### src/rtl/prog_loader.sv
// ============================================================================
// Module      : prog_loader
// Description : Framed byte-stream loader driving the RAM program-mode port.
// Revision    : 1.0
// ============================================================================
`default_nettype none

module prog_loader #(
    parameter logic [7:0] SYNC_BYTE = 8'hA5
) (
    input  logic       clk,
    input  logic       rst,
    input  logic       start,
    input  logic [7:0] rx_data,
    input  logic       rx_valid,
    output logic       rx_ready,
    output logic       program_mode,
    output logic       pm_mar_wr,
    output logic [7:0] pm_mar_in,
    output logic       pm_we,
    output logic [7:0] pm_data,
    output logic       busy,
    output logic       load_done,
    output logic       load_err
);

    localparam logic [3:0] c_IDLE  = 4'd0;
    localparam logic [3:0] c_SYNC  = 4'd1;
    localparam logic [3:0] c_ADDR  = 4'd2;
    localparam logic [3:0] c_LEN   = 4'd3;
    localparam logic [3:0] c_DWAIT = 4'd4;
    localparam logic [3:0] c_MAR   = 4'd5;
    localparam logic [3:0] c_WR    = 4'd6;
    localparam logic [3:0] c_CSUM  = 4'd7;
    localparam logic [3:0] c_DONE  = 4'd8;

    logic [3:0] r_state;
    logic [3:0] w_next;
    logic [7:0] r_addr;
    logic [7:0] r_data;
    logic [7:0] r_sum;
    logic [8:0] r_count;
    logic       w_xfer;
    logic       w_next_rx;

    // rx_ready is registered from the next state, so it always mirrors r_state
    assign w_xfer    = rx_valid & rx_ready;
    assign w_next_rx = (w_next == c_SYNC) || (w_next == c_ADDR) || (w_next == c_LEN) ||
                       (w_next == c_DWAIT) || (w_next == c_CSUM);

    always_comb begin
        w_next = r_state;
        case (r_state)
            c_IDLE:  if (start) w_next = c_SYNC;
            c_SYNC:  if (w_xfer && (rx_data == SYNC_BYTE)) w_next = c_ADDR;
            c_ADDR:  if (w_xfer) w_next = c_LEN;
            c_LEN:   if (w_xfer) w_next = c_DWAIT;
            c_DWAIT: if (w_xfer) w_next = c_MAR;
            c_MAR:   w_next = c_WR;
            c_WR:    w_next = (r_count == 9'd1) ? c_CSUM : c_DWAIT;
            c_CSUM:  if (w_xfer) w_next = (rx_data == r_sum) ? c_DONE : c_IDLE;
            c_DONE:  w_next = c_IDLE;
            default: w_next = c_IDLE;
        endcase
    end

    always_ff @(posedge clk) begin
        if (rst) begin
            r_state      <= c_IDLE;
            r_addr       <= 8'h00;
            r_data       <= 8'h00;
            r_sum        <= 8'h00;
            r_count      <= 9'd0;
            rx_ready     <= 1'b0;
            program_mode <= 1'b0;
            busy         <= 1'b0;
            pm_mar_wr    <= 1'b0;
            pm_mar_in    <= 8'h00;
            pm_we        <= 1'b0;
            pm_data      <= 8'h00;
            load_done    <= 1'b0;
            load_err     <= 1'b0;
        end else begin
            r_state      <= w_next;
            rx_ready     <= w_next_rx;
            program_mode <= (w_next != c_IDLE);
            busy         <= (w_next != c_IDLE);
            pm_mar_wr    <= (w_next == c_MAR);
            pm_we        <= (w_next == c_WR);
            load_done    <= (w_next == c_DONE);

            case (r_state)
                c_IDLE: begin
                    if (start) load_err <= 1'b0;
                end
                c_ADDR: begin
                    if (w_xfer) r_addr <= rx_data;
                end
                c_LEN: begin
                    if (w_xfer) begin
                        // a length byte of zero encodes a full 256-byte page
                        r_count <= (rx_data == 8'h00) ? 9'd256 : {1'b0, rx_data};
                        r_sum   <= 8'h00;
                    end
                end
                c_DWAIT: begin
                    if (w_xfer) begin
                        r_data    <= rx_data;
                        r_sum     <= r_sum + rx_data;
                        pm_mar_in <= r_addr;
                    end
                end
                c_MAR: begin
                    pm_data <= r_data;
                end
                c_WR: begin
                    r_addr  <= r_addr + 8'd1;
                    r_count <= r_count - 9'd1;
                end
                c_CSUM: begin
                    if (w_xfer && (rx_data != r_sum)) load_err <= 1'b1;
                end
                default: begin
                end
            endcase
        end
    end

endmodule

`default_nettype wire
### config.mk
export PLATFORM = sky130hd
export DESIGN_NAME = prog_loader
export DESIGN_NICKNAME = d
export VERILOG_FILES = /design/src/rtl/prog_loader.sv
export SDC_FILE = /design/constraint.sdc
export NUM_CORES = 1
export LEC_CHECK = 0
export ABC_AREA = 1
export BUFFER_PORTS_ARGS = -buffer_cell sky130_fd_sc_hd__buf_2
export CORE_MARGIN = 2
export CORE_UTILIZATION = 61
export CTS_BUF_LIST = sky130_fd_sc_hd__clkbuf_8
export DETAILED_ROUTE_END_ITERATION = 10
export GPL_TIMING_DRIVEN = 0
export HOLD_SLACK_MARGIN = 0.08
export PLACE_DENSITY = 0.87
export REMOVE_ABC_BUFFERS = 1
export SYNTH_ARGS = -nofsm -noshare
export SYNTH_HDL_FRONTEND = slang
export SYNTH_SLANG_ARGS = --single-unit
### constraint.sdc
create_clock -name clk -period 1.7 [get_ports clk]
set_input_delay 0.17 -clock clk [delete_from_list [all_inputs] [get_ports clk]]
set_output_delay 0.17 -clock clk [all_outputs]
set_load 0.01 [all_outputs]
## Word-level counts from Yosys, hierarchy flattened

Index checks and enable logic that the tools add are counted.

| storage, ports and cells | value |
|---|---|
| bits of input ports | 12 |
| register bits | 59 |

| cells by class | value |
|---|---|
| bitwise logic cells | 1 |
| multiplexer cells | 20 |
| reduce and logical (&&, ||, !) cells | 18 |
| $add $sub $neg | 3 |
| equal/unequal tests | 24 |

Operators by type and width:

| cell | count |
|---|---|
| 4-bit by 3-bit equality test with 1-bit output (second input constant) | 8 |
| 4-bit one-hot mux with 8 select lines | 1 |
| 8-bit one-hot mux with 2 select lines | 2 |
| 4-bit two-way mux | 7 |
| 8-bit two-way mux | 3 |
| 9-bit two-way mux | 2 |
| 9-bit one-hot mux with 2 select lines | 1 |
| 4-bit by 2-bit equality test with 1-bit output (second input constant) | 4 |
| 2-bit != test (second input constant) | 5 |
| 9-bit by 1-bit equality test with 1-bit output (second input constant) | 1 |
| 9-bit by 1-bit subtractor with 9-bit output (second input constant) | 1 |
| 8-bit by 1-bit adder with 8-bit output (second input constant) | 1 |
| 8-bit adder | 1 |
| 4-bit by 1-bit equality test with 1-bit output (second input constant) | 2 |
| 8-bit equality test | 1 |
| 8-bit equality test (second input constant) | 1 |
| 8-bit logical NOT | 1 |
| 8-bit != test | 1 |
| 2-bit nonzero test | 4 |
| 2-bit AND reduction | 3 |
| 3-bit AND reduction | 2 |
| 4-bit equality test (second input constant) | 1 |
| 4-bit logical NOT | 1 |
| 1-bit logical OR | 4 |
| 6 further kinds | 8 |

## Depth between registers and ports, before layout

Gate-level depths: netlist of the first run.

| depth | value |
|---|---|
| depth in word-level cells | 9 |
| mapped depth | 10 |

## Worst setup path before layout of the first run

Ideal clock, no wire load.

| timing path | value |
|---|---|
| path type | reg2reg |
| start | reg r_sum[0] |
| end | reg r_sum[4] |
| clock period less this slack | 1428 ps |
| required time | 1568 ps |
| arrival time | 1296 ps |
| slack | 272 ps |
| stages on the path, launching flop included | 8 |
| path through | dfxtp_1 ha_1 fa_1 nand2_1 a21oi_1 nor3_1 nand3b_1 a21oi_1 |

| between the ends | value |
|---|---|
| cells in the longest elaborated chain, start to end | 3 |

RTL lines:

| item | RTL line | text |
|---|---|---|
| start, declared | 41 | `logic [7:0] r_sum;` |
| start signal, assigned | 109 | `r_sum <= r_sum + rx_data;` |
| 8-bit adder | 109 |  |
| 8-bit two-way mux | 107 | `if (w_xfer) begin` |
| 8-bit one-hot mux with 2 select lines | 92 | `case (r_state)` |

No other way between the ends. The select of a mux whose other input is x is not followed.
A chain may end at the register's enable or synchronous reset.

## Worst setup path after layout of the first run

Same ends and word-level chain as after synthesis.

==> flow_summary.ini, run 1 <==
[run_status]
status = finished clean

[worst_setup_path]
critical_path_class = reg2reg
arrival_ns = 1.90
critPathRequiredTime_ns = 1.97
path_max_fanout = 3
setup.worst_path.end_class = flop
r2r-end = r_sum[4]$_SDFFE_PP0P_
reg2reg_depth = 7
r2r_slack_ns = 0.07
startpoint = r_sum[0]$_SDFFE_PP0P_
worst_r2r_startpoint = r_sum[0]$_SDFFE_PP0P_
startpoint_type = flop

[floorplanning]
dieArea_um2 = 5740
boundaryPins = 35
fp.coreArea_um2 = 5040
die_w_um = 75.8
rows = 26
die_y_um = 75.8
start_util = 0.623

[synthesis]
ys_seq_area_frac = 0.376
synth_seq_cells = 59
dominantRegCellSynth = dfxtp_1
async_reset_ff_frac = 0
syn-mean-instance-area_um2 = 7.06
synth-edff-count = 0
synth_cells = 445
yosysUniqueCellTypes = 38
syn_area_um2 = 3140
ys_warn_count = 0

[sta]
tightest_slew_ns = 0.712
setup_viol = 0
fin_crit_sh = 0.961
clock_skew_ns = 0.0101
relSlewSlack = 0.525
timing.final.max_slew_violations = 0
setup_tns_ns = 0
min_period_ns = 1.63
max_freq_ghz = 0.612
hold_viol = 0

[power_and_ir_drop]
powerDensity_nw_per_um2 = 864
p_leak_nw = 1.66
combPwrFrac = 0.051
p_switching_uw = 708
vdd_drop_max_uv = 592
p_sw_frac = 0.227
seqPwrFrac = 0.447
pwr-share-clk = 0.501
internal_power_mw = 2.41

[cts]
hold_buffers = 0
clk_latency_ns = 0.35
cts_buffers = 9
h-tree-depth = 3
clockBufferDepth = 2
clk_pin_slew_ns = 0.07
cts_sinks = 59
cts_tree = yes
clockRootBuffer = clkbuf_8

[routing]
drt_iter0_drc = 366
drtPass1Iterations = 6
drcViolationCount = 0
vias_per_cell = 5.64
wl_per_cell_um = 13.9
postRouteAntennaNets = 0
vias = 3129
wirelength_um = 7730

[worst_hold_path]
worstHoldPathType = in2reg
hold_path_depth = 3
holdPathEnd = r_data[4]$_SDFFE_PP0P_
min_from = rx_data[4]

[global_route]
antenna_found_initial = 0
grt_overflow_total = 0
grtUsageTotal = 0.276
grt_max_degree = 34
grt_pass1_wl_um = 11800
grt_pass1_vias = 2665

[cells_and_area]
layout-drive-gt1-share = 0.167
area_growth_pct = 14.8
stdcell_count = 555
nets = 503
final_core_util = 0.715
antenna_cells = 0
design_area_um2 = 3610

[place]
placedCellCount = 536
portBuffers = 34
gp_congestion = 0.933
hpwl_um = 5150
placed_area_um2 = 3310

[job]
max_cap_viol_count = 0
[stage by stage]
step | setup slack (ns) | hold WS [ns] | total power, mW
2_1_floorplan | 0.276 | 0.239 | 1.51
3_3_place_gp | 0.0455 | 0.439 | 1.57
3_5_place_dp | -0.00550 | 0.448 | 1.58
4_1_cts | 0.0115 | 0.126 | 3.11
5_1_grt | -0.0310 | 0.138 | 3.21
6_report | 0.0667 | 0.138 | 3.11
[power groups by stage]
stage / Combinational (mW) / Clock [mW] / Sequential, mW
after floorplan: 0.0815 / 0 / 1.43
after CTS: 0.152 / 1.56 / 1.39
after global routing: 0.176 / 1.65 / 1.39
after global placement: 0.147 / 0 / 1.42
after detailed placement: 0.151 / 0 / 1.42
final: 0.160 / 1.56 / 1.39
[cell usage after synthesis (3+ instances only)]
master | n | area share
clkbuf_1 | 6 | 0.0072
nand4_1 | 6 | 0.012
a21oi_1 | 49 | 0.078
dfxtp_1 | 59 | 0.38
nand3_1 | 27 | 0.043
nand2_4 | 3 | 0.011
o22ai_1 | 3 | 0.0060
nand3_2 | 4 | 0.013
nor3_1 | 6 | 0.0096
nor2_4 | 3 | 0.011
buf_4 | 3 | 0.0072
nor2_1 | 48 | 0.057
ha_1 | 10 | 0.040
a31oi_1 | 7 | 0.014
o21ai_1 | 3 | 0.0048
nand2_1 | 92 | 0.11
buf_6 | 4 | 0.014
inv_1 | 55 | 0.066
o21ai_0 | 34 | 0.054
[final cells by class]
type	instances	area (um^2)
fill	420	1440
clock buffer	9	124
tap	70	87.6
inverter	59	229
clock inverter	7	116
sequential	59	1180
multi-input combinational	315	1680
timing repair buffer	36	185
[worst max-delay path, stage by stage, from the launching register on]
cell	delay, ns
dfxtp_1	0.33
ha_1	0.23
fa_1	0.43
nand2_1	0.11
a21oi_1	0.09
o21ai_0	0.16
nand3b_1	0.09
a21oi_1	0.12
[flip-flops by register name, summed over array words and instances, names as in the netlist]
signal / flops
r_count: 9
pm_data: 8
pm_mar_in: 8
r_addr: 8
r_data: 8
r_sum: 8
r_state: 4
busy: 1
load_done: 1
load_err: 1
pm_mar_wr: 1
pm_we: 1
rx_ready: 1
[metal layers]
metal  GRT usage  share of wire  up-vias
li1            -              -     1541
met1       0.342           0.43     1435
met2       0.457           0.48      140
met3      0.0833          0.078       13
met4      0.0916          0.015        0
met5           0              0        -
[timing repair]
item | CTS | global route
gates resized for setup | 1 | 9
cloned | 0 | 1
endpoints found under the hold margin | 0 | 0
pin swaps | 0 | 4
buffers inserted | 0 | 2
endpoints found under the setup margin | 1 | 14
[cells in the final DEF, fill, tap and decap left out, types with 2 or more instances in the layout]
master,instances
a21oi_1,49
a31oi_1,7
buf_2,34
buf_4,2
bufinv_16,3
clkbuf_8,9
clkinv_2,2
dfxtp_1,58
ha_1,8
inv_1,55
inv_2,2
nand2_1,90
nand2_2,3
nand2_4,3
nand3_1,27
nand3_2,5
nand3b_1,2
nand4_1,6
nor2_1,47
nor2_4,3
nor3_1,5
o21ai_0,33
o21ai_1,4
o22ai_1,3
o31ai_1,2
or2_2,2
[logic make-up (layout without fill, tap and decap cells)]
kind of cell | Yosys count | in the layout | synth area share
AND/OR/NAND/NOR | 198 | 199 | 0.297
AO/OA/AOI/OAI | 103 | 103 | 0.175
buffers and inverters | 72 | 111 | 0.100
flip-flops | 59 | 59 | 0.376
adder cells (fa/ha/maj) | 11 | 11 | 0.0462
XOR/XNOR | 2 | 2 | 0.00558
[how the worst max path moves through the flow]
stage | endpoint | slack, ns | depth (start not counted)
6_report | r_sum[4]$_SDFFE_PP0P_ | 0.07 | 7
5_1_grt | rx_ready$_SDFF_PP0_ | -0.03 | 9
4_1_cts | rx_ready$_SDFF_PP0_ | 0.01 | 9
3_5_place_dp | r_sum[0]$_SDFFE_PP0P_ | -0.005 | 6
3_3_place_gp | r_sum[0]$_SDFFE_PP0P_ | 0.05 | 6
2_1_floorplan | r_sum[4]$_SDFFE_PP0P_ | 0.28 | 7
(Power assumes the default switching activity.)
==> run 2: changes to the inputs <==
--- a/config.mk
+++ b/config.mk
@@ -13,7 +13,7 @@
 export DETAILED_ROUTE_END_ITERATION = 10
 export GPL_TIMING_DRIVEN = 0
 export HOLD_SLACK_MARGIN = 0.08
-export PLACE_DENSITY = 0.87
+export PLACE_DENSITY = 0.84
 export REMOVE_ABC_BUFFERS = 1
 export SYNTH_ARGS = -nofsm -noshare
 export SYNTH_HDL_FRONTEND = slang
==> run 2 against run 1 <==
Clock-buffer cell count stayed put. Non-clock buffer count stayed put. Combinational power hardly changed. Clock power is 21% lower. Sequential power hardly changed. First-iteration DRC count is 18% lower. Clock skew is 0.0022 ns higher. Core utilization is 1.6 points lower. Sequential share of layout area is 0.72 points higher. Total power is 11% lower. Fmax is 1.4% lower. Critical endpoint is now rx_ready$_SDFF_PP0_. Largest power group is now registers.
==> flow_summary.ini, run 2 (synthesized netlist as in run 1, its figures left out) <==
[run_status]
status = finished clean

[routing]
drtPass1Iterations = 5
drt_iter0_drc = 301
drcViolationCount = 0
postRouteAntennaNets = 0
vias = 3068
vias_per_cell = 5.54
wirelength_um = 7630
wl_per_cell_um = 13.8

[sta]
tightest_slew_ns = 0.726
clock_skew_ns = 0.0123
setup_viol = 0
hold_viol = 0
min_period_ns = 1.66
fin_hold_ws_ns = 0.125
setup_tns_ns = 0
relSlewSlack = 0.515
fin_crit_sh = 0.974
max_freq_ghz = 0.604
timing.final.max_slew_violations = 0
rsz0062_at_grt = true

[worst_setup_path]
startpoint_type = flop
worst_r2r_startpoint = r_sum[3]$_SDFFE_PP0P_
critical-path-top-delay-family = simple AND/OR/NAND/NOR gates
arrival_ns = 1.89
critPathSlowestCell = ha_1
crit_chain = ha_1 -> inv_2 -> nand2_1 -> nor3_1 -> nand3_1 -> nand2_1 -> nor2_1 -> o21ai_0 -> nand2_1
cpMostUsedCell = nand2_1
startpoint = r_sum[3]$_SDFFE_PP0P_
critical_path_class = reg2reg
critPathRequiredTime_ns = 1.94
crit_buf_inv = 1
path_max_fanout = 5
setup.worst_path.end_class = flop
slowest_delay_ns = 0.35

[cts]
cts_buffers = 9
h-tree-depth = 3
clk_pin_slew_ns = 0.08
clockRootBuffer = clkbuf_8
hold_buffers = 0
clk_latency_ns = 0.35
cts_sinks = 59
cts_tree = yes
clockBufferDepth = 2

[power_and_ir_drop]
pwr-share-clk = 0.443
finalPower_mw = 2.79
internal_power_mw = 2.09
p_leak_nw = 1.64
combPwrFrac = 0.057
seqPwrFrac = 0.500
powerDensity_nw_per_um2 = 790
vdd_drop_max_uv = 555
p_sw_frac = 0.249
p_switching_uw = 694

[place]
portBuffers = 34
hpwl_um = 4970
gp_congestion = 0.913

[worst_hold_path]
worstHoldPathType = in2reg
min_from = rx_data[4]

[cells_and_area]
final_cell_mix = nand2_1, dfxtp_1, inv_1
area_growth_pct = 12.2
largest-register = r_count
nets = 503
mostFrequentLayoutCell = nand2_1
antenna_cells = 0
layout-drive-gt1-share = 0.159
final_core_util = 0.699
largest_reg_flops = 9

[floorplanning]
die_y_um = 75.8
start_util = 0.623
die_w_um = 75.8
dieArea_um2 = 5740
rows = 26
boundaryPins = 35
fp.coreArea_um2 = 5040

[global_route]
grt_pass1_wl_um = 11900
grtUsageTotal = 0.275
grt_overflow_total = 0
grt_max_degree = 34
antenna_found_initial = 0
grt_pass1_vias = 2671

[job]
max_cap_viol_count = 0
-- run 2: cell type report --
type	count	area, um^2
clock inverter	6	57.6
clock buffer	9	124
sequential	59	1180
fill	437	1520
inverter	59	228
multi-input combinational	315	1660
timing repair buffer	36	185
tap	70	87.6
-- run 2: stage by stage --
step	setup slack (ns)	instances	instance area, um^2
after detailed placement	0.0145	536	3310
after CTS	0.000222	551	3490
final	0.0443	554	3520
after global routing	-0.0333	554	3520
after global placement	0.0162	536	3310
after floorplan	0.276	432	3050
-- run 2: timing repair --
action,CTS,global route
buffers inserted,0,2
resized for setup,0,6
setup endpoints to repair,0,21
-- run 2: worst paths after layout --
check | endpoint | slack, ns | cells past startpoint
worst max-delay path | rx_ready$_SDFF_PP0_ | 0.04 | 9
worst min register to register | pm_data[1]$_SDFFE_PP0P_ | 0.46 | 2
worst max register to register | rx_ready$_SDFF_PP0_ | 0.04 | 9
worst min-delay path | r_data[4]$_SDFFE_PP0P_ | 0.12 | 3
-- run 2: power by group through the flow --
stage	registers (mW)	clock network, mW	logic, mW
after floorplan	1.43	0	0.0815
after global placement	1.42	0	0.148
after detailed placement	1.42	0	0.149
after CTS	1.39	1.23	0.150
after global routing	1.39	1.30	0.172
final	1.39	1.23	0.157
-- run 2: layer usage --
| layer | GRT usage | part of all wire | vias up |
|---|---|---|---|
| li1 | - | - | 1534 |
| met1 | 0.349 | 0.43 | 1391 |
| met2 | 0.455 | 0.48 | 131 |
| met3 | 0.0701 | 0.078 | 12 |
| met4 | 0.0936 | 0.015 | 0 |
| met5 | 0 | 0 | - |
-- run 2: worst min-delay path, cell delays in order --
cell	delay (ns)
buf_2	0.14
nand2_1	0.07
a21oi_1	0.05
==> run 3: changes to the inputs <==
--- a/config.mk
+++ b/config.mk
@@ -8,13 +8,14 @@
 export ABC_AREA = 1
 export BUFFER_PORTS_ARGS = -buffer_cell sky130_fd_sc_hd__buf_2
 export CORE_MARGIN = 2
-export CORE_UTILIZATION = 61
-export CTS_BUF_LIST = sky130_fd_sc_hd__clkbuf_8
+export CORE_UTILIZATION = 58
+export CTS_BUF_LIST = sky130_fd_sc_hd__clkbuf_16
 export DETAILED_ROUTE_END_ITERATION = 10
 export GPL_TIMING_DRIVEN = 0
 export HOLD_SLACK_MARGIN = 0.08
-export PLACE_DENSITY = 0.84
+export PLACE_DENSITY = 0.8
 export REMOVE_ABC_BUFFERS = 1
+export SETUP_SLACK_MARGIN = 0.3
 export SYNTH_ARGS = -nofsm -noshare
 export SYNTH_HDL_FRONTEND = slang
 export SYNTH_SLANG_ARGS = --single-unit
==> run 3 against run 2 <==
Critical path type unchanged. Die area is 4.9% higher. Combinational power up 55%. Clock skew decreased by 0.0047 ns. Clock power increased by 58%. Sequential share of layout area down 5.9 points. Worst setup slack better by 0.066 ns. Largest power group is now the clock network. Fmax up 4.2%. Design area grew 24%. Sequential power hardly changed. Sequential cell count unchanged. Highest routed layer unchanged. Total power is 28% higher. Routed wire length rose by 56%.
==> flow_summary.ini, run 3 (synthesized netlist as in run 1, its figures left out) <==
[worst_setup_path]
crit_buf_inv = 0
critPathSlowestCell = fa_2
reg2reg_depth = 7
path_depth = 7
path_max_fanout = 3
critPathRequiredTime_ns = 1.89
critical_path_class = reg2reg
slowest_delay_ns = 0.37
crit_chain = ha_4 -> fa_2 -> nand2_2 -> a21oi_2 -> nor3_1 -> nand3b_1 -> a21oi_1
setup.worst_path.end_class = flop
startpoint_type = flop
arrival_ns = 1.78
critical-path-top-delay-family = adder cells

[floorplanning]
boundaryPins = 35
rows = 26
die_w_um = 77.6
fp.coreArea_um2 = 5170
die_y_um = 77.6
start_util = 0.607
dieArea_um2 = 6020

[place]
portBuffers = 34
hpwl_um = 5150
pre_cts_ws_ns = 0.0208
gp_congestion = 0.908

[cts]
cts_tree = yes
cts_sinks = 59
clk_latency_ns = 0.34
cts_buffers = 9
clk_pin_slew_ns = 0.05
h-tree-depth = 3
clockRootBuffer = clkbuf_16
clockBufferDepth = 2

[global_route]
grt_pass1_vias = 3062
grt_overflow_total = 0
grt_pass1_wl_um = 14700
antenna_found_initial = 0
grtUsageTotal = 0.312
grt_max_degree = 34

[routing]
postRouteAntennaNets = 0
drt_iter0_drc = 586
drcViolationCount = 0
drtPass1Iterations = 8
wl_per_cell_um = 20.3
vias = 3824
vias_per_cell = 6.51
wirelength_um = 11900

[sta]
timing.final.max_slew_violations = 0
min_period_ns = 1.59
setup_tns_ns = 0
setup_viol = 0
relSlewSlack = 0.578
fin_crit_sh = 0.935
max_freq_ghz = 0.629
clock_skew_ns = 0.00763
rsz0062_at_grt = true
hold_viol = 0
tightest_slew_ns = 0.629
setup_ws_ns = 0.110

[job]
max_cap_viol_count = 0

[run_status]
status = finished clean

[cells_and_area]
final_core_util = 0.844
largest_reg_flops = 9
final_cell_mix = nand2_1, dfxtp_1, inv_1
mostFrequentLayoutCell = nand2_1
largest-register = r_count
layout-drive-gt1-share = 0.348
area_growth_pct = 39.0
antenna_cells = 0
fillers = 260
nets = 535

[power_and_ir_drop]
vdd_drop_max_uv = 724
p_leak_nw = 1.88
powerDensity_nw_per_um2 = 820

[worst_hold_path]
hold_path_depth = 4
worstHoldPathType = in2reg
## run 3: cell types whose count changed in the layout (fill, tap and decap cells not counted), moves of 9 or more
cell,delta
inv_1,-10
dfxtp_1,-12
o21ai_0,-10
buf_4,+17
clkbuf_8,-9
nand2_1,-13
clkbuf_16,+9
buf_6,+10
## run 3: layer usage
metal	wire length [um]	vias up	GRT usage
met2	5250	376	0.513
met5	0	-	0
met4	1060	0	0.129
met3	1470	129	0.0744
li1	-	1610	-
met1	4130	1709	0.390
## run 3: final cells by class
class,count,area (um^2),share of cell area
clock inverter,7,83.8,0.0192
inverter,59,253,0.0579
tap,70,87.6,0.0201
clock buffer,9,225,0.0516
timing repair inverter,1,5.00,0.00115
timing repair buffer,66,483,0.111
multi-input combinational,316,2020,0.463
sequential,59,1210,0.276
## run 3: stage by stage
stage                     hold slack [ns]  area, um^2  cells  total power [mW]
after floorplan                     0.239        3050    432              1.51
after global placement              0.440        3310    536              1.57
after detailed placement            0.448        3310    536              1.58
after CTS                           0.154        3890    565              3.47
after global routing                0.212        4360    587              3.65
final                               0.200        4360    587              3.58
## run 3: final timing paths
kind                            endpoint                   start  slack [ns]
setup / recovery   r_sum[4]$_SDFFE_PP0P_   r_sum[0]$_SDFFE_PP0P_        0.11
hold / removal     load_err$_SDFFE_PP0P_                   start        0.20
setup reg to reg   r_sum[4]$_SDFFE_PP0P_   r_sum[0]$_SDFFE_PP0P_        0.11
hold reg to reg   r_data[2]$_SDFFE_PP0P_  r_data[2]$_SDFFE_PP0P_        0.45
## run 3: repair_timing
item,4_1_cts,5_1_grt
hold buffers,0,0
hold endpoints to repair,0,0
setup endpoints to repair,43,57
buffers inserted,12,20
pin swaps,12,37
cloned,1,2
resized for setup,41,93
## run 3: power breakdown
part           switching [mW]  total (mW)  internal (mW)
registers             0.00960        1.40           1.39
logic                   0.165       0.244         0.0785
clock network           0.674        1.94           1.26
total                   0.849        3.58           2.73
## run 3: worst min-delay path: stages
cell and delay, ns:
buf_2 0.08, nand3_2 0.09, nand2_1 0.07, a21oi_1 0.06
